`src/rtl/imem_loader_pkg.sv`:
```
// Shared types and constants for the boot-time instruction memory loader.
package imem_loader_pkg;

  localparam int          DEFAULT_DEPTH = 256;
  localparam logic [31:0] NOP_WORD      = 32'h0000_0013;

  typedef enum logic [2:0] {
    IDLE,
    LEN_LO,
    LEN_HI,
    DATA,
    CHK,
    DONE,
    ERR
  } state_t;

  // Little-endian packing: lane k occupies bits [8k+7:8k].
  function automatic logic [31:0] put_lane(input logic [31:0] word,
                                           input logic [1:0]  lane,
                                           input logic [7:0]  data);
    logic [31:0] w;
    w = word;
    w[{lane, 3'b000} +: 8] = data;
    return w;
  endfunction

endpackage

```
`src/rtl/imem_loader_if.sv`:
```
// Byte-stream input and IMEM write port of the loader, bundled as one interface.
interface imem_loader_if;

  logic [7:0]  rx_data;
  logic        rx_valid;
  logic        rx_ready;
  logic        imem_we;
  logic [31:0] imem_waddr;
  logic [31:0] imem_wdata;

  modport master (
    output rx_data, rx_valid,
    input  rx_ready, imem_we, imem_waddr, imem_wdata
  );

  modport slave (
    input  rx_data, rx_valid,
    output rx_ready, imem_we, imem_waddr, imem_wdata
  );

endinterface

```
`src/rtl/imem_loader.sv`:
```
// Loads a length-prefixed, XOR-checksummed program image into IMEM and keeps
// the CPU in reset until a complete, valid image has been written.
module imem_loader
  import imem_loader_pkg::*;
#(
  parameter int          DEPTH     = DEFAULT_DEPTH,
  parameter int          ADDR_W    = $clog2(DEPTH),
  parameter logic [31:0] BASE_ADDR = 32'h0
) (
  input  logic              clk,
  input  logic              rst_n,
  input  logic              start,
  imem_loader_if.slave      bus,
  output logic              cpu_hold,
  output logic              busy,
  output logic              done,
  output logic              err,
  output logic [ADDR_W:0]   word_cnt
);

  state_t      state, state_nxt;
  logic [7:0]  len_lo;
  logic [15:0] len;
  logic [15:0] len_full;
  logic [15:0] words_acc;
  logic [1:0]  lane;
  logic [31:0] word_buf;
  logic [7:0]  checksum;
  logic        xfer;
  logic        start_ok;

  assign xfer     = bus.rx_valid & bus.rx_ready;
  assign start_ok = start & ((state == IDLE) | (state == DONE) | (state == ERR));

  always_ff @(posedge clk or negedge rst_n) begin
    if (!rst_n) state <= IDLE;
    else        state <= state_nxt;
  end

  always_comb begin
    state_nxt    = state;
    len_full     = {bus.rx_data, len_lo};
    bus.rx_ready = 1'b0;
    busy         = 1'b0;
    done         = 1'b0;
    err          = 1'b0;
    cpu_hold     = 1'b1;
    case (state)
      IDLE, DONE, ERR: begin
        if (start) state_nxt = LEN_LO;
        done     = (state == DONE);
        err      = (state == ERR);
        cpu_hold = (state != DONE);
      end
      LEN_LO: begin
        bus.rx_ready = 1'b1;
        busy         = 1'b1;
        if (xfer) state_nxt = LEN_HI;
      end
      LEN_HI: begin
        bus.rx_ready = 1'b1;
        busy         = 1'b1;
        if (xfer) begin
          if (len_full > 16'(DEPTH))  state_nxt = ERR;
          else if (len_full == 16'd0) state_nxt = CHK;
          else                        state_nxt = DATA;
        end
      end
      DATA: begin
        bus.rx_ready = 1'b1;
        busy         = 1'b1;
        if (xfer && lane == 2'd3 && (words_acc + 16'd1) == len) state_nxt = CHK;
      end
      CHK: begin
        bus.rx_ready = 1'b1;
        busy         = 1'b1;
        if (xfer) state_nxt = (bus.rx_data == checksum) ? DONE : ERR;
      end
      default: state_nxt = IDLE;
    endcase
  end

  // The write strobe trails the lane-3 byte by one cycle; the address and
  // word count advance on the cycle after the strobe.
  always_ff @(posedge clk or negedge rst_n) begin
    if (!rst_n) begin
      bus.imem_we    <= 1'b0;
      bus.imem_waddr <= BASE_ADDR;
      bus.imem_wdata <= 32'h0;
      word_cnt       <= '0;
      checksum       <= 8'h00;
      lane           <= 2'd0;
      word_buf       <= 32'h0;
      words_acc      <= 16'd0;
      len_lo         <= 8'h00;
      len            <= 16'd0;
    end else begin
      bus.imem_we <= 1'b0;
      if (bus.imem_we) begin
        bus.imem_waddr <= bus.imem_waddr + 32'd4;
        word_cnt       <= word_cnt + (ADDR_W+1)'(1);
      end
      if (start_ok) begin
        bus.imem_waddr <= BASE_ADDR;
        word_cnt       <= '0;
        checksum       <= 8'h00;
        lane           <= 2'd0;
        words_acc      <= 16'd0;
      end else if (xfer) begin
        case (state)
          LEN_LO: len_lo <= bus.rx_data;
          LEN_HI: len    <= len_full;
          DATA: begin
            checksum <= checksum ^ bus.rx_data;
            lane     <= lane + 2'd1;
            if (lane == 2'd3) begin
              bus.imem_we    <= 1'b1;
              bus.imem_wdata <= put_lane(word_buf, lane, bus.rx_data);
              words_acc      <= words_acc + 16'd1;
            end else begin
              word_buf <= put_lane(word_buf, lane, bus.rx_data);
            end
          end
          default: ;
        endcase
      end
    end
  end

endmodule

```
`src/flat_wrapper.sv`:
```
// flat-port wrapper written by rule: the top's interface ports become plain ports
module imem_loader_flat import imem_loader_pkg::*;
#(
  parameter int          DEPTH     = DEFAULT_DEPTH,
  parameter int          ADDR_W    = $clog2(DEPTH),
  parameter logic [31:0] BASE_ADDR = 32'h0
)
  (clk, rst_n, start, cpu_hold, busy, done, err, word_cnt, bus_rx_data, bus_rx_valid, bus_rx_ready, bus_imem_we, bus_imem_waddr, bus_imem_wdata);
  imem_loader_if bus_i ();
  input  logic clk;
  input  logic rst_n;
  input  logic start;
  output logic cpu_hold;
  output logic busy;
  output logic done;
  output logic err;
  output logic [ADDR_W:0] word_cnt;
  input wire logic [$bits(bus_i.rx_data)-1:0] bus_rx_data;
  input wire logic [$bits(bus_i.rx_valid)-1:0] bus_rx_valid;
  output wire logic [$bits(bus_i.rx_ready)-1:0] bus_rx_ready;
  output wire logic [$bits(bus_i.imem_we)-1:0] bus_imem_we;
  output wire logic [$bits(bus_i.imem_waddr)-1:0] bus_imem_waddr;
  output wire logic [$bits(bus_i.imem_wdata)-1:0] bus_imem_wdata;
  assign bus_i.rx_data = bus_rx_data;
  assign bus_i.rx_valid = bus_rx_valid;
  assign bus_rx_ready = bus_i.rx_ready;
  assign bus_imem_we = bus_i.imem_we;
  assign bus_imem_waddr = bus_i.imem_waddr;
  assign bus_imem_wdata = bus_i.imem_wdata;
  imem_loader #(.DEPTH(DEPTH), .ADDR_W(ADDR_W), .BASE_ADDR(BASE_ADDR)) u_core (.clk(clk), .rst_n(rst_n), .start(start), .bus(bus_i), .cpu_hold(cpu_hold), .busy(busy), .done(done), .err(err), .word_cnt(word_cnt));
endmodule
```
`config.mk`:
```
export PLATFORM = sky130hd
export DESIGN_NAME = imem_loader_flat
export DESIGN_NICKNAME = d
export VERILOG_FILES = /design/src/rtl/imem_loader_pkg.sv /design/src/rtl/imem_loader_if.sv /design/src/rtl/imem_loader.sv /design/src/flat_wrapper.sv
export SDC_FILE = /design/constraint.sdc
export NUM_CORES = 1
export LEC_CHECK = 0
export BUFFER_PORTS_ARGS = -buffer_cell sky130_fd_sc_hd__buf_2
export CAP_MARGIN = 20
export CORE_MARGIN = 5
export CORE_UTILIZATION = 60
export DETAILED_ROUTE_END_ITERATION = 6
export HOLD_SLACK_MARGIN = 0.08
export PLACE_DENSITY_LB_ADDON = 0.08
export SLEW_MARGIN = 30
export SYNTH_ARGS = -nofsm -noshare
export SYNTH_HDL_FRONTEND = slang
export SYNTH_SLANG_ARGS = --single-unit
```
`constraint.sdc`:
```
create_clock -name clk -period 6.4 [get_ports clk]
set_clock_uncertainty 0.05 [all_clocks]
set_input_delay 0 -clock clk [delete_from_list [all_inputs] [get_ports clk]]
set_output_delay 0 -clock clk [all_outputs]
set_load 0.05 [all_outputs]
```
After elaboration in Yosys (flattened, before gate mapping)
Cells that the tools add are included.
{"block": "totals", "regBits": 159, "latchBits": 0, "ramBits": 0, "rom_bits": 0, "input_bits": 12, "mem_count": 0}
{"block": "op_classes", "addsub": 5, "mul": 0, "div": 0, "order_cmp": 1, "n_eq_ne": 15, "n_shift": 2, "muxes": 32, "bitwise_logic": 7, "reduce_logical": 17}
{"cell": "$mux 16", "count": 4}
{"cell": "$mux 32", "count": 2}
{"cell": "$add 32x3->32 const B", "count": 1}
{"cell": "$bwmux 32", "count": 1}
{"cell": "$shift 8x7->32 const A", "count": 1}
{"cell": "$shiftx 8x7->32", "count": 1}
{"cell": "$mux 8", "count": 3}
{"cell": "$mux 3", "count": 7}
{"cell": "$mux 9", "count": 2}
{"cell": "$add 16x1->16 const B", "count": 1}
{"cell": "$eq 16x16->1", "count": 1}
{"cell": "$gt 16x9->1 const B", "count": 1}
{"cell": "$logic_not 16->1", "count": 1}
{"cell": "$pmux 3 s5", "count": 1}
{"cell": "$add 9x1->9 const B", "count": 1}
{"cell": "$eq 3x3->1 const B", "count": 3}
{"cell": "$reduce_and 3->1", "count": 3}
{"cell": "$eq 8x8->1", "count": 1}
{"cell": "$mux 1", "count": 8}
{"cell": "$mux 2", "count": 4}
{"cell": "$ne 2x1->1 const B", "count": 4}
{"cell": "$reduce_and 4->1", "count": 2}
{"cell": "$reduce_bool 2->1", "count": 4}
{"cell": "$xor 8x8->8", "count": 1}
{"cell": "other kinds (16)", "count": 21}

Depth between registers and ports, before layout
Gate-level depths: netlist (run 1).
{"block": "logic_depth", "ltp_word": 8, "depth_mapped": 9, "mapped_depth_nobuf": 7}

Worst setup path before layout (run 1)
No wires, ideal clock.
{"block": "synth_path", "path_kind": "register to register", "start": "register u_core.state[1]", "end": "register u_core.state[1]", "setup_ns": 0.136, "arrival_time_ns": 2.247, "required_time_ns": 6.214, "setup_slack_ns": 3.968, "path_stages_with_launch": 8, "n_path_buf": 1, "synth_period_minus_slack_ns": 2.432, "path_cell_list": "dfrtp_1 -> buf_2 -> nor2_1 -> xnor2_1 -> nor3b_1 -> o2111ai_1 -> nor4_2 -> o21ai_0"}
{"block": "synth_between", "elab_chain_cells": 8, "elab_cells_between_ends": 20}
{"item": "start, declared", "line_no": "imem_loader.sv:21", "rtl": "state_t state, state_nxt;"}
{"item": "start signal, assigned", "line_no": "imem_loader.sv:37", "rtl": "else state <= state_nxt;"}
{"item": "$eq 3x1->1, or another cell as far along", "line_no": "imem_loader.sv:48", "rtl": "case (state)"}
{"item": "$reduce_or 4->1 (no source line) *"}
{"item": "$mux 1 *", "line_no": "imem_loader.sv:48"}
{"item": "named net bus_rx_ready", "line_no": "flat_wrapper.sv:20", "rtl": "output wire logic [$bits(bus_i.rx_ready)-1:0] bus_rx_ready;"}
{"item": "$and 1x1->1 *", "line_no": "imem_loader.sv:32", "rtl": "assign xfer = bus.rx_valid & bus.rx_ready;"}
{"item": "$logic_and 1x1->1 (2 in a row)", "line_no": "imem_loader.sv:72", "rtl": "if (xfer && lane == 2'd3 && (words_acc + 16'd1) == len) state_nxt = CHK;"}
{"item": "$ne 2x1->1 (no source line)"}
{"item": "$reduce_and 5->1 (no source line) *"}
The timed path passes the listed nets; every way through them passes the cells marked *.
A chain may end at the register's enable or synchronous reset.

Worst setup path after layout (run 1)
{"block": "layout_path", "start": "register u_core.state[2]", "end": "register u_core.words_acc[14]"}
{"block": "layout_between", "elab_chain_cells": 6, "elab_cells_between_ends": 18}
{"item": "$eq 3x1->1, or another cell as far along", "line_no": "imem_loader.sv:48"}
{"item": "$reduce_or 4->1 (no source line) or $or 1x1->1 (tied branches)"}
{"item": "$mux 1 or $or 1x1->1 (tied branches)", "line_no": "imem_loader.sv:48, imem_loader.sv:33"}
{"item": "$and 1x1->1, on equally long branches", "line_no": "imem_loader.sv:32, imem_loader.sv:33"}
{"item": "$reduce_bool 2->1 (no source line)"}
{"item": "$reduce_and 3->1 (no source line)"}
{"item": "end signal, assigned", "line_no": "imem_loader.sv:119", "rtl": "words_acc <= words_acc + 16'd1;"}
{"item": "end, declared", "line_no": "imem_loader.sv:25", "rtl": "logic [15:0] words_acc;"}
Several ways; a longest one is shown, not always the timed one.

==> key figures, run 1 <==
Clocking
  – Clock sink total: 149
  – Max Buffers Root-to-Sink: 2
  – Post-cts sizing count: 0
  – CTS HTree Levels: 4
  – Num CTS Buffers: 17
  – Worst skew pair latency: 0.42 ns
  – Clock-pin slew on the worst setup and hold paths: 0.06 ns
  – CTS root buf: clkbuf_16
  – CTS tree: built

Drt
  – Antenna-violating nets left: 0
  – Vias per cell: 5.94
  – Drt initial violations: 650
  – Vias: 5,640
  – # DRC: 0
  – Routed wire length: 17,100 um
  – DR WL/cell: 18.0 um
  – First-pass iteration count of the detailed router: 5

Pwr
  – Pint: 2470 uW
  – Final total power: 4020 uW
  – Part of the power in combinational logic: 34.1%
  – Max IR drop VDD: 0.000247 V
  – Lkg Pwr: 0.00404 uW
  – Cell Pwr Density: 474 mW/mm^2
  – Clock share of power: 29.4%
  – Sw Ratio: 38.7%
  – Net load switching power: 1560 uW
  – Flop pwr share: 36.5%

Yosys
  – Area contributors post-synth: dfrtp_1 (52%), xor2_1 (6.7%), nor2_1 (6.3%)
  – Syn_area_per_cell: 10.2 sq um
  – Async SR Flop Fraction: 100%
  – Top post-synthesis cells by count: dfrtp_1 (149), nor2_1 (120), nand2_1 (64)
  – #FFs+latches synth: 149
  – Count leader, synth: dfrtp_1
  – Seq/Total Area, Yosys: 51.8%
  – Cell taking the most area after synthesis: dfrtp_1
  – Yosys warnings: 0
  – Prevailing post-synth register cell: dfrtp_1
  – Post-synthesis cell area: 0.00719 sq mm
  – Cells after Synth: 707
  – Yosys cell types: 54
  – EDFF count, synth: 0
  – Top cell type's share of synthesized area: 51.8%

GRT
  – Gr usage total: 24.6%
  – Total congestion overflow: 0
  – Vias in the first global route: 5,558
  – Initial antenna violation count: 1
  – First-pass GRT wire length: 28,300 um
  – Largest net degree at the start of global routing: 78

Setup path
  – CP Launch Type: flip-flop
  – Slowest-stage cell, CP: and4b_1
  – Worst path top cell family by delay: simple AND/OR/NAND/NOR gates
  – Data required time at the worst endpoint: 6.63 ns
  – WP data arrival: 2.85 ns
  – CP cell instances: and4b_1 -> nand2_1 -> nor4_1 -> nor2b_1 -> xnor2_1 -> nor2_1
  – Worst-path fanout max: 17
  – Max stage delay on crit path: 0.67 ns
  – CP endpoint kind: flip-flop
  – Buf/Inv on CP: 0
  – WS Path Type: reg2reg

Timing
  – Max transition margin: 30.7%
  – Max Slew Vio Count: 0
  – Minimum clock period: 2.62 ns
  – Final Hold Vio Count: 0
  – Fmax achieved: 382 MHz
  – Fin crit share: 40.9%
  – Final setup vio count: 0
  – Final worst slack: 3.78 ns
  – Setup_tns: 0 ns
  – Slew @ Worst Pin: 1.03 ns
  – RSZ-0062 raised after global routing: false

Layout
  – Filler instances: 860
  – FF/Latch Area: 0.00373 sq mm
  – Share of post-route cells with drive strength above 1: 19.5%
  – Core Util, Final: 71.5%
  – Multi-input combinational cell area: 0.00323 sq mm
  – Area Overhead vs Synth: 17.9%
  – Final instance area: 0.00848 sq mm
  – Final net count: 808

Floorplan
  – Die Area: 0.0143 sq mm
  – Floorplan row count: 40
  – Die H: 119 um
  – Io pins: 91
  – Initial Utilization: 60.6%
  – Chip Width: 119 um
  – Core footprint: 0.0119 sq mm

Placement
  – IO Port Bufs: 88
  – Cell Area, Placed: 0.00767 sq mm
  – GPL Wtd Cong: 0.858
  – Dpl ws: 3.82 ns
  – HPWL Detailed: 11,000 um

Status
  – Status: finished, final reports clean

Hold path
  – Hold WC Path Type: in2async

Job
  – Maxcap violations: 0
-- sequential cells by signal (all words and copies together) (netlist names) --
| name | cells |
|---|---|
| u_core.words_acc | 16 |
| u_core.len | 16 |
| u_core.len_lo | 8 |
| u_core.state | 3 |
| u_core.lane | 2 |
| u_core.word_cnt | 9 |
| u_core.bus.imem_we | 1 |
| u_core.checksum | 8 |
| u_core.word_buf | 24 |
| u_core.bus.imem_waddr | 30 |
| u_core.bus.imem_wdata | 32 |
-- layout make-up --
cell class                      instances  area share [%]
Sequential cell                       149            44.0
Multi-Input combinational cell        504            38.0
Timing Repair Buffer                  103            6.93
Clock buffer                           20            5.38
Clock inverter                         12            2.92
Tap cell                              147            2.17
Inverter                               13           0.575
Antenna cell                            1          0.0295
-- placed cells by master, fill, tap and decap left out, types with 8 or more instances in the layout --
cell type,Yosys,layout
a21oi_1,15,15
mux2_2,23,23
inv_1,12,12
a22o_1,24,24
nor2_1,120,120
dlygate4sd3_1,0,10
nand3_1,27,27
a221oi_1,24,24
and3_1,8,8
nand2_1,64,64
buf_2,5,87
o21ai_0,14,14
nand4_1,13,13
xor2_1,55,55
ha_1,8,8
nor4_1,10,10
xnor2_1,27,27
clkbuf_16,0,17
dfrtp_1,149,149
nor3_1,13,13
-- per-stage QoR --
| stage | hold slack (ns) | cells |
|---|---|---|
| after floorplan | -0.346 | 708 |
| after global placement | -0.00355 | 906 |
| after global routing | 0.163 | 949 |
| after detailed placement | -0.00335 | 906 |
| after CTS | 0.101 | 948 |
| final | 0.115 | 949 |
-- routing by layer --
| layer | track usage [%] | part of all wire, % | routed length (um) |
|---|---|---|---|
| met5 | 0 | 0 | 0 |
| met1 | 33.9 | 43 | 7390 |
| met3 | 5.41 | 6.7 | 1150 |
| met2 | 39.5 | 48 | 8270 |
| met4 | 7.23 | 1.5 | 260 |
-- worst paths after layout --
kind	start	cells after the start	end	slack, ns
min in group clk	start	5	u_core.state[1]	0.15
max in group asynchronous	rst_n	3	u_core.bus.imem_waddr[16]	5.04
max	u_core.state[2]	6	u_core.words_acc[14]	3.78
min	rst_n	2	u_core.bus.imem_wdata[10]	0.11
max reg2reg	u_core.state[2]	6	u_core.words_acc[14]	3.78
min reg2reg	u_core.bus.imem_wdata[29]	2	u_core.bus.imem_wdata[29]	0.42
-- cells by family after synthesis --
kind of cell | Yosys count | share of synthesized area, %
and+or+nand+nor | 290 | 19.1
DFF | 149 | 51.8
AOI/OAI and AO/OA | 95 | 9.92
xor gates and xnor gates | 82 | 9.99
buffers and inverters | 55 | 3.58
muxes | 27 | 4.16
adders and majority gates | 8 | 1.39
other | 1 | 0.0521
-- timing repair --
action,CTS,global route
buffers inserted,0,0
hold buffers,10,0
endpoints found under the hold margin,139,0
-- power by group through the flow --
stage | combinational, uW | sequential, uW | clock, uW
floorplan | 718 | 1790 | 0
global placement | 1320 | 1460 | 0
detailed placement | 1360 | 1470 | 0
CTS | 1370 | 1460 | 1190
global route | 1470 | 1510 | 1240
finish | 1370 | 1470 | 1180
(Power assumes the default switching activity.)
==> run 2: changes to the inputs <==
--- a/config.mk
+++ b/config.mk
@@ -5,10 +5,11 @@
 export SDC_FILE = /design/constraint.sdc
 export NUM_CORES = 1
 export LEC_CHECK = 0
+export ABC_AREA = 1
 export BUFFER_PORTS_ARGS = -buffer_cell sky130_fd_sc_hd__buf_2
 export CAP_MARGIN = 20
 export CORE_MARGIN = 5
-export CORE_UTILIZATION = 60
+export CORE_UTILIZATION = 59
 export DETAILED_ROUTE_END_ITERATION = 6
 export HOLD_SLACK_MARGIN = 0.08
 export PLACE_DENSITY_LB_ADDON = 0.08
==> constraint.sdc (replaced) <==
create_clock -name clk -period 2.7 [get_ports clk]
set_clock_uncertainty 0.05 [all_clocks]
set_input_delay 0 -clock clk [delete_from_list [all_inputs] [get_ports clk]]
set_output_delay 0 -clock clk [all_outputs]
set_load 0.05 [all_outputs]
==> key figures, run 2 <==
Clocking
  – Clock sink total: 149 (unchanged)
  – Max Buffers Root-to-Sink: 2 (unchanged)
  – Worst skew pair latency: 0.43 ns (about the same)
  – CTS tree: built
  – CTS HTree Levels: 4 (unchanged)
  – CTS root buf: clkbuf_16
  – Num CTS Buffers: 17 (unchanged)
  – Clock-pin slew on the worst setup and hold paths: 0.06 ns (about the same)

Timing
  – RSZ-0062 raised after global routing: false
  – Slew @ Worst Pin: 0.920 ns (-0.111 ns)
  – Fin crit share: 82.2% (+41 points)
  – Max transition margin: 38.6% (+7.8 points)
  – Minimum clock period: 2.22 ns (-0.400 ns)
  – Final Hold Vio Count: 0 (unchanged)
  – Final worst slack: 0.480 ns (-3.30 ns)
  – Final setup vio count: 0 (unchanged)
  – Max Slew Vio Count: 0 (unchanged)
  – Setup_tns: 0 ns (unchanged)
  – Fmax achieved: 450 MHz (+18%)

Drt
  – DR WL/cell: 15.3 um (-15%)
  – Drt initial violations: 621 (-4.5%)
  – Vias: 6,864 (+22%)
  – Antenna-violating nets left: 0 (unchanged)
  – Routed wire length: 19,300 um (+13%)
  – Vias per cell: 5.44 (-8.5%)
  – # DRC: 0 (unchanged)
  – First-pass iteration count of the detailed router: 5 (unchanged)

Floorplan
  – Floorplan row count: 42 (+5.0%)
  – Io pins: 91 (unchanged)
  – Chip Width: 125 um (+4.5%)
  – Die Area: 0.0156 sq mm (+9.2%)
  – Initial Utilization: 59.5% (-1.1 points)
  – Core footprint: 0.0131 sq mm (+10%)
  – Die H: 125 um (+4.5%)

Yosys
  – Cells after Synth: 978 (+38%)
  – Area contributors post-synth: dfrtp_1 (48%), nand2_1 (12%), inv_1 (6.4%)
  – #FFs+latches synth: 149 (unchanged)
  – Top cell type's share of synthesized area: 47.9% (-4.0 points)
  – Top post-synthesis cells by count: nand2_1 (259), dfrtp_1 (149), inv_1 (133)
  – Yosys warnings: 0 (unchanged)
  – Post-synthesis compound-gate area fraction: 13.1% (+3.2 points)
  – Count leader, synth: nand2_1
  – Synth Area in Adders: 1.29% (-0.11 points)
  – Seq/Total Area, Yosys: 47.9% (-4.0 points)
  – Xor/xnor cell area share of the yosys netlist: 2.57% (-7.4 points)
  – Async SR Flop Fraction: 100% (unchanged)
  – Largest family of logic cells by synthesized area: simple AND/OR/NAND/NOR gates
  – Simple-gate area share of the yosys netlist: 25.9% (+6.8 points)
  – Yosys cell types: 50 (-7.4%)
  – Mux cell area share after synthesis: 0% (-4.2 points)
  – EDFF count, synth: 0 (unchanged)
  – Syn_area_per_cell: 7.96 sq um (-22%)
  – Cell taking the most area after synthesis: dfrtp_1
  – Prevailing post-synth register cell: dfrtp_1
  – Post-synthesis cell area: 0.00779 sq mm (+8.3%)

Setup path
  – Cells on worst reg2reg path: 6 (unchanged)
  – Worst-path fanout max: 12 (-5)
  – Data required time at the worst endpoint: 3.00 ns (-3.63 ns)
  – Worst path top cell family by delay: adder cells
  – CP cell instances: clkinv_1 -> ha_1 -> nand2_1 -> o32ai_1 -> nand2_1 -> o21ai_0
  – Slowest-stage cell, CP: ha_1
  – Max stage delay on crit path: 0.58 ns (-0.09 ns)
  – WS Path Type: reg2reg
  – CP endpoint kind: flip-flop
  – WP data arrival: 2.52 ns (-0.33 ns)
  – Buf/Inv on CP: 1 (+1)
  – Crit path top cell by count: nand2_1
  – RR Startpoint: u_core.lane[0]
  – Crit Reg-Reg Endpoint: u_core.word_buf[15]
  – CP Launch Type: flip-flop
  – Reg2reg setup slack: 0.48 ns (-3.30 ns)

GRT
  – Vias in the first global route: 6,475 (+16%)
  – First-pass GRT wire length: 32,400 um (+15%)
  – Gr usage total: 25.6% (+0.97 points)
  – Total congestion overflow: 0 (unchanged)
  – Initial antenna violation count: 0 (-1)
  – Largest net degree at the start of global routing: 76 (-2.6%)

Pwr
  – Clock share of power: 26.8% (-2.6 points)
  – Max IR drop VDD: 0.000739 V (+200%)
  – Pint: 5010 uW (+100%)
  – Net load switching power: 3550 uW (+130%)
  – Lkg Pwr: 0.00447 uW (+11%)
  – Cell Pwr Density: 945 mW/mm^2 (+99%)
  – Flop pwr share: 36.4% (about the same)
  – Sw Ratio: 41.4% (+2.8 points)
  – Part of the power in combinational logic: 36.8% (+2.7 points)

Layout
  – Filler instances: 1,085 (+26%)
  – Share of post-route cells with drive strength above 1: 15.2% (-4.3 points)
  – ANT cells: 0 (-1)
  – Largest register FFs: 32 (unchanged)
  – Final net count: 1,093 (+35%)
  – Leading cell types in the layout, fill and taps excluded: nand2_1 (258), dfrtp_1 (149), inv_1 (133)
  – Largest Register: u_core.bus.imem_wdata
  – Final instance area: 0.00905 sq mm (+6.7%)
  – Area Overhead vs Synth: 16.3%
  – Biggest regs: u_core.bus.imem_wdata x32, u_core.bus.imem_waddr x30, u_core.word_buf x24
  – Commonest non-fill, non-tap cell in the layout: nand2_1
  – Core Util, Final: 69.2% (-2.3 points)

Status
  – Status: finished, final reports clean

Placement
  – HPWL Detailed: 13,400 um (+22%)
  – Cell Area, Placed: 0.00838 sq mm (+9.2%)
  – Dpl ws: 0.537 ns (-3.28 ns)
  – GPL Wtd Cong: 0.892 (+3.9%)
  – IO Port Bufs: 88 (unchanged)

Job
  – Maxcap violations: 0 (unchanged)

Hold path
  – Hold WC Path Type: in2async
run 2: cell count changes in the layout (fill, tap and decap cells not counted), moves of 24 or more:
| cell | previous run | this run |
|---|---|---|
| inv_1 | 12 | 133 |
| nand2_1 | 64 | 258 |
| o21ai_0 | 14 | 83 |
| xor2_1 | 55 | 11 |
| a22o_1 | 24 | 0 |
| nor2_1 | 120 | 62 |
run 2: kinds of logic (layout without fill, tap and decap cells):
logic type | after synthesis | after routing
compound gates | 172 | 172
xor+xnor | 18 | 18
fa+ha+maj | 8 | 8
buf+inv | 177 | 284
flops | 149 | 149
other cells | 1 | 2
simple gates | 453 | 453
run 2: worst register-to-register path, stage by stage, from the launching register on:
cell and delay (ns):
dfrtp_1 0.42, clkinv_1 0.11, ha_1 0.58, nand2_1 0.33
o32ai_1 0.47, nand2_1 0.09, o21ai_0 0.09
run 2: worst max-delay path by stage:
| stage | startpoint | end | slack [ns] | depth (start not counted) |
|---|---|---|---|---|
| 5_1_grt | u_core.words_acc[1] | u_core.state[1] | 0.29 | 16 |
| 4_1_cts | u_core.state[2] | u_core.bus.imem_wdata[30] | 0.50 | 9 |
| 6_report | u_core.lane[0] | u_core.word_buf[15] | 0.48 | 6 |
| 3_3_place_gp | u_core.words_acc[0] | u_core.state[1] | 0.61 | 16 |
| 3_5_place_dp | u_core.state[2] | u_core.bus.imem_wdata[30] | 0.54 | 9 |
| 2_1_floorplan | u_core.state[0] | u_core.checksum[3] | 0.06 | 10 |
run 2: routing by layer:
metal,vias to the layer above,track usage (%),wire [um]
met3,29,5.23,1140
met2,218,40.8,9340
met1,3230,35.4,8450
li1,3387,-,-
met4,0,8.04,358
met5,-,0,0
run 2: cell type report:
class	count	area (sq um)	area share (%)
flip-flops and latches	149	3730	41.2
inverters	142	533	5.89
multi-input cells	653	3350	37.0
well taps	176	220	2.43
clock inverters	10	97.6	1.08
clock buffers	22	474	5.24
repair buffers	110	649	7.17
run 2: what timing repair did:
action                                 in CTS  in global routing
buffers inserted                            0                  0
hold buffers                               10                  0
endpoints found under the hold margin     175                  0
gates resized for setup                     0                  0
run 2: through the flow:
| stage | total power, uW | hold WS (ns) | instances |
|---|---|---|---|
| 6_report | 8560 | 0.104 | 1262 |
| 3_5_place_dp | 6240 | 0.0120 | 1220 |
| 5_1_grt | 9090 | 0.190 | 1262 |
| 2_1_floorplan | 5470 | -0.346 | 979 |
| 4_1_cts | 8570 | 0.133 | 1262 |
| 3_3_place_gp | 6180 | 0.0182 | 1220 |
run 2: power by group through the flow:
stage               logic (uW)  clock network, uW  registers [uW]
finish                    3150               2290            3120
global route              3480               2420            3190
CTS                       3140               2320            3110
detailed placement        3110                  0            3130
global placement          3060                  0            3120
floorplan                 1920                  0            3540
==> run 3: changes to the inputs <==
--- a/config.mk
+++ b/config.mk
@@ -5,11 +5,11 @@
 export SDC_FILE = /design/constraint.sdc
 export NUM_CORES = 1
 export LEC_CHECK = 0
-export ABC_AREA = 1
+export ABC_AREA = 0
 export BUFFER_PORTS_ARGS = -buffer_cell sky130_fd_sc_hd__buf_2
 export CAP_MARGIN = 20
 export CORE_MARGIN = 5
-export CORE_UTILIZATION = 59
+export CORE_UTILIZATION = 58
 export DETAILED_ROUTE_END_ITERATION = 6
 export HOLD_SLACK_MARGIN = 0.08
 export PLACE_DENSITY_LB_ADDON = 0.08
==> constraint.sdc (replaced) <==
create_clock -name clk -period 2.3 [get_ports clk]
set_clock_uncertainty 0.05 [all_clocks]
set_input_delay 0 -clock clk [delete_from_list [all_inputs] [get_ports clk]]
set_output_delay 0 -clock clk [all_outputs]
set_load 0.05 [all_outputs]
==> key figures, run 3 (synthesis gave the netlist of run 1 again) <==
Status
  – Status: finished, final reports clean

Pwr
  – Lkg Pwr: 0.00415 uW (-7.0%)
  – Max IR drop VDD: 0.000719 V (-2.7%)
  – Cell Pwr Density: 1270 mW/mm^2 (+35%)

Clocking
  – Worst skew pair latency: 0.42 ns (about the same)
  – Clock-pin slew on the worst setup and hold paths: 0.06 ns (about the same)
  – Max Buffers Root-to-Sink: 2 (unchanged)
  – CTS tree: built
  – Clock sink total: 149 (unchanged)
  – CTS root buf: clkbuf_16
  – Num CTS Buffers: 17 (unchanged)
  – CTS HTree Levels: 4 (unchanged)

GRT
  – First-pass GRT wire length: 27,700 um (-15%)
  – Gr usage total: 23.5% (-2.1 points)
  – Largest net degree at the start of global routing: 66 (-13%)
  – Vias in the first global route: 5,554 (-14%)
  – Initial antenna violation count: 0 (unchanged)
  – Total congestion overflow: 0 (unchanged)

Layout
  – Leading cell types in the layout, fill and taps excluded: dfrtp_1 (148), nor2_1 (120), buf_2 (87)
  – Area Overhead vs Synth: 20.7%
  – Largest register FFs: 32 (unchanged)
  – Final net count: 831 (-24%)
  – Filler instances: 898 (-17%)
  – Biggest regs: u_core.bus.imem_wdata x32, u_core.bus.imem_waddr x30, u_core.word_buf x24
  – Share of post-route cells with drive strength above 1: 22.1% (+6.9 points)
  – Largest Register: u_core.bus.imem_wdata
  – ANT cells: 0 (unchanged)
  – Commonest non-fill, non-tap cell in the layout: dfrtp_1

Drt
  – # DRC: 0 (unchanged)
  – Vias per cell: 5.70 (+4.9%)
  – Drt initial violations: 460 (-26%)
  – Vias: 5,659 (-18%)
  – Routed wire length: 16,300 um (-15%)
  – First-pass iteration count of the detailed router: 6 (+1)
  – Antenna-violating nets left: 0 (unchanged)
  – DR WL/cell: 16.4 um (+7.5%)

Placement
  – HPWL Detailed: 11,000 um (-18%)
  – GPL Wtd Cong: 0.878 (-1.5%)
  – Dpl ws: 0.118 ns (-0.419 ns)
  – IO Port Bufs: 88 (unchanged)

Timing
  – Max transition margin: 57.3% (+19 points)
  – RSZ-0062 raised after global routing: true
  – Final worst slack: 0.0650 ns (-0.415 ns)
  – Fmax achieved: 447 MHz (-0.66%)
  – Minimum clock period: 2.23 ns (+0.0148 ns)
  – Fin crit share: 97.2% (+15 points)
  – Setup_tns: 0 ns (unchanged)
  – Max Slew Vio Count: 0 (unchanged)
  – Final setup vio count: 0 (unchanged)
  – Slew @ Worst Pin: 0.640 ns (-0.280 ns)
  – Final Hold Vio Count: 0 (unchanged)

Setup path
  – Slowest-stage cell, CP: or4_1
  – Max stage delay on crit path: 0.54 ns (-0.04 ns)
  – CP Launch Type: flip-flop
  – Worst-path fanout max: 5 (-7)
  – CP endpoint kind: flip-flop
  – WS Path Type: reg2reg
  – WP data arrival: 2.49 ns (-0.03 ns)
  – Worst path top cell family by delay: simple AND/OR/NAND/NOR gates
  – Data required time at the worst endpoint: 2.55 ns (-0.45 ns)
  – CP cell instances: nand3_1 -> or4_1 -> a32o_1 -> o22ai_1 -> nor4_2 -> buf_4 -> o31a_1
  – Buf/Inv on CP: 1 (unchanged)

Floorplan
  – Die H: 121 um (-2.8%)
  – Core footprint: 0.0121 sq mm (-7.8%)
  – Floorplan row count: 40 (-4.8%)
  – Die Area: 0.0147 sq mm (-5.6%)
  – Initial Utilization: 59.6% (+0.12 points)
  – Io pins: 91 (unchanged)
  – Chip Width: 121 um (-2.8%)

Hold path
  – Hold WC Path Type: in2async

Job
  – Maxcap violations: 0 (unchanged)
## run 3: where the power goes
group	switching [uW]	internal, uW	leakage (uW)
Sequential	603	3430	0.00196
Clock	1060	2010	0.000318
Combinational	2620	1330	0.00187
## run 3: cell type report
type	instances	area (sq um)	area share [%]
Sequential cell	149	3730	43.0
Timing Repair Buffer	126	797	9.18
Inverter	13	48.8	0.562
Clock inverter	12	200	2.31
Clock buffer	20	467	5.37
Multi-Input combinational cell	504	3230	37.2
Tap cell	168	210	2.42
## run 3: final timing paths
path	startpoint	end	slack [ns]	cells after the start
max in group asynchronous	rst_n	u_core.words_acc[3]	1.42	3
setup reg to reg	u_core.words_acc[0]	u_core.state[2]	0.07	7
min in group clk	u_core.bus.imem_wdata[29]	u_core.bus.imem_wdata[29]	0.42	2
hold / removal	rst_n	u_core.bus.imem_wdata[11]	0.08	2
setup / recovery	u_core.words_acc[0]	u_core.state[2]	0.07	7
hold reg to reg	u_core.bus.imem_wdata[29]	u_core.bus.imem_wdata[29]	0.42	2
## run 3: worst register-to-register path, stage by stage, from the launching register on
cell and delay [ns]:
dfrtp_1 0.42, nand3_1 0.22, or4_1 0.54, a32o_1 0.26, o22ai_1 0.16, nor4_2 0.07, buf_4 0.15, o31a_1 0.24
## run 3: layer usage
layer	global-route usage, %	share of wire [%]
met5	0	0
met4	7.91	1.6
met3	4.99	5.8
met2	36.9	47
met1	32.7	45
## run 3: metrics by stage
stage | total power, uW | hold WS, ns | std cells | area (sq um) | util, %
3_5_place_dp | 8010 | -0.0178 | 948 | 7890 | 65.4
5_1_grt | 11700 | 0.170 | 992 | 8680 | 72.0
4_1_cts | 11100 | 0.110 | 991 | 8670 | 71.9
2_1_floorplan | 6980 | -0.346 | 708 | 7200 | -
3_3_place_gp | 7900 | -0.0248 | 948 | 7890 | 65.4
6_report | 11100 | 0.0841 | 992 | 8680 | 72.0
## run 3: what timing repair did
item / in CTS / in global routing
hold buffers: 11 / 0
gates resized for setup: 0 / 2
endpoints found under the setup margin: 0 / 3
hold endpoints to repair: 229 / 0
buffers inserted: 0 / 1
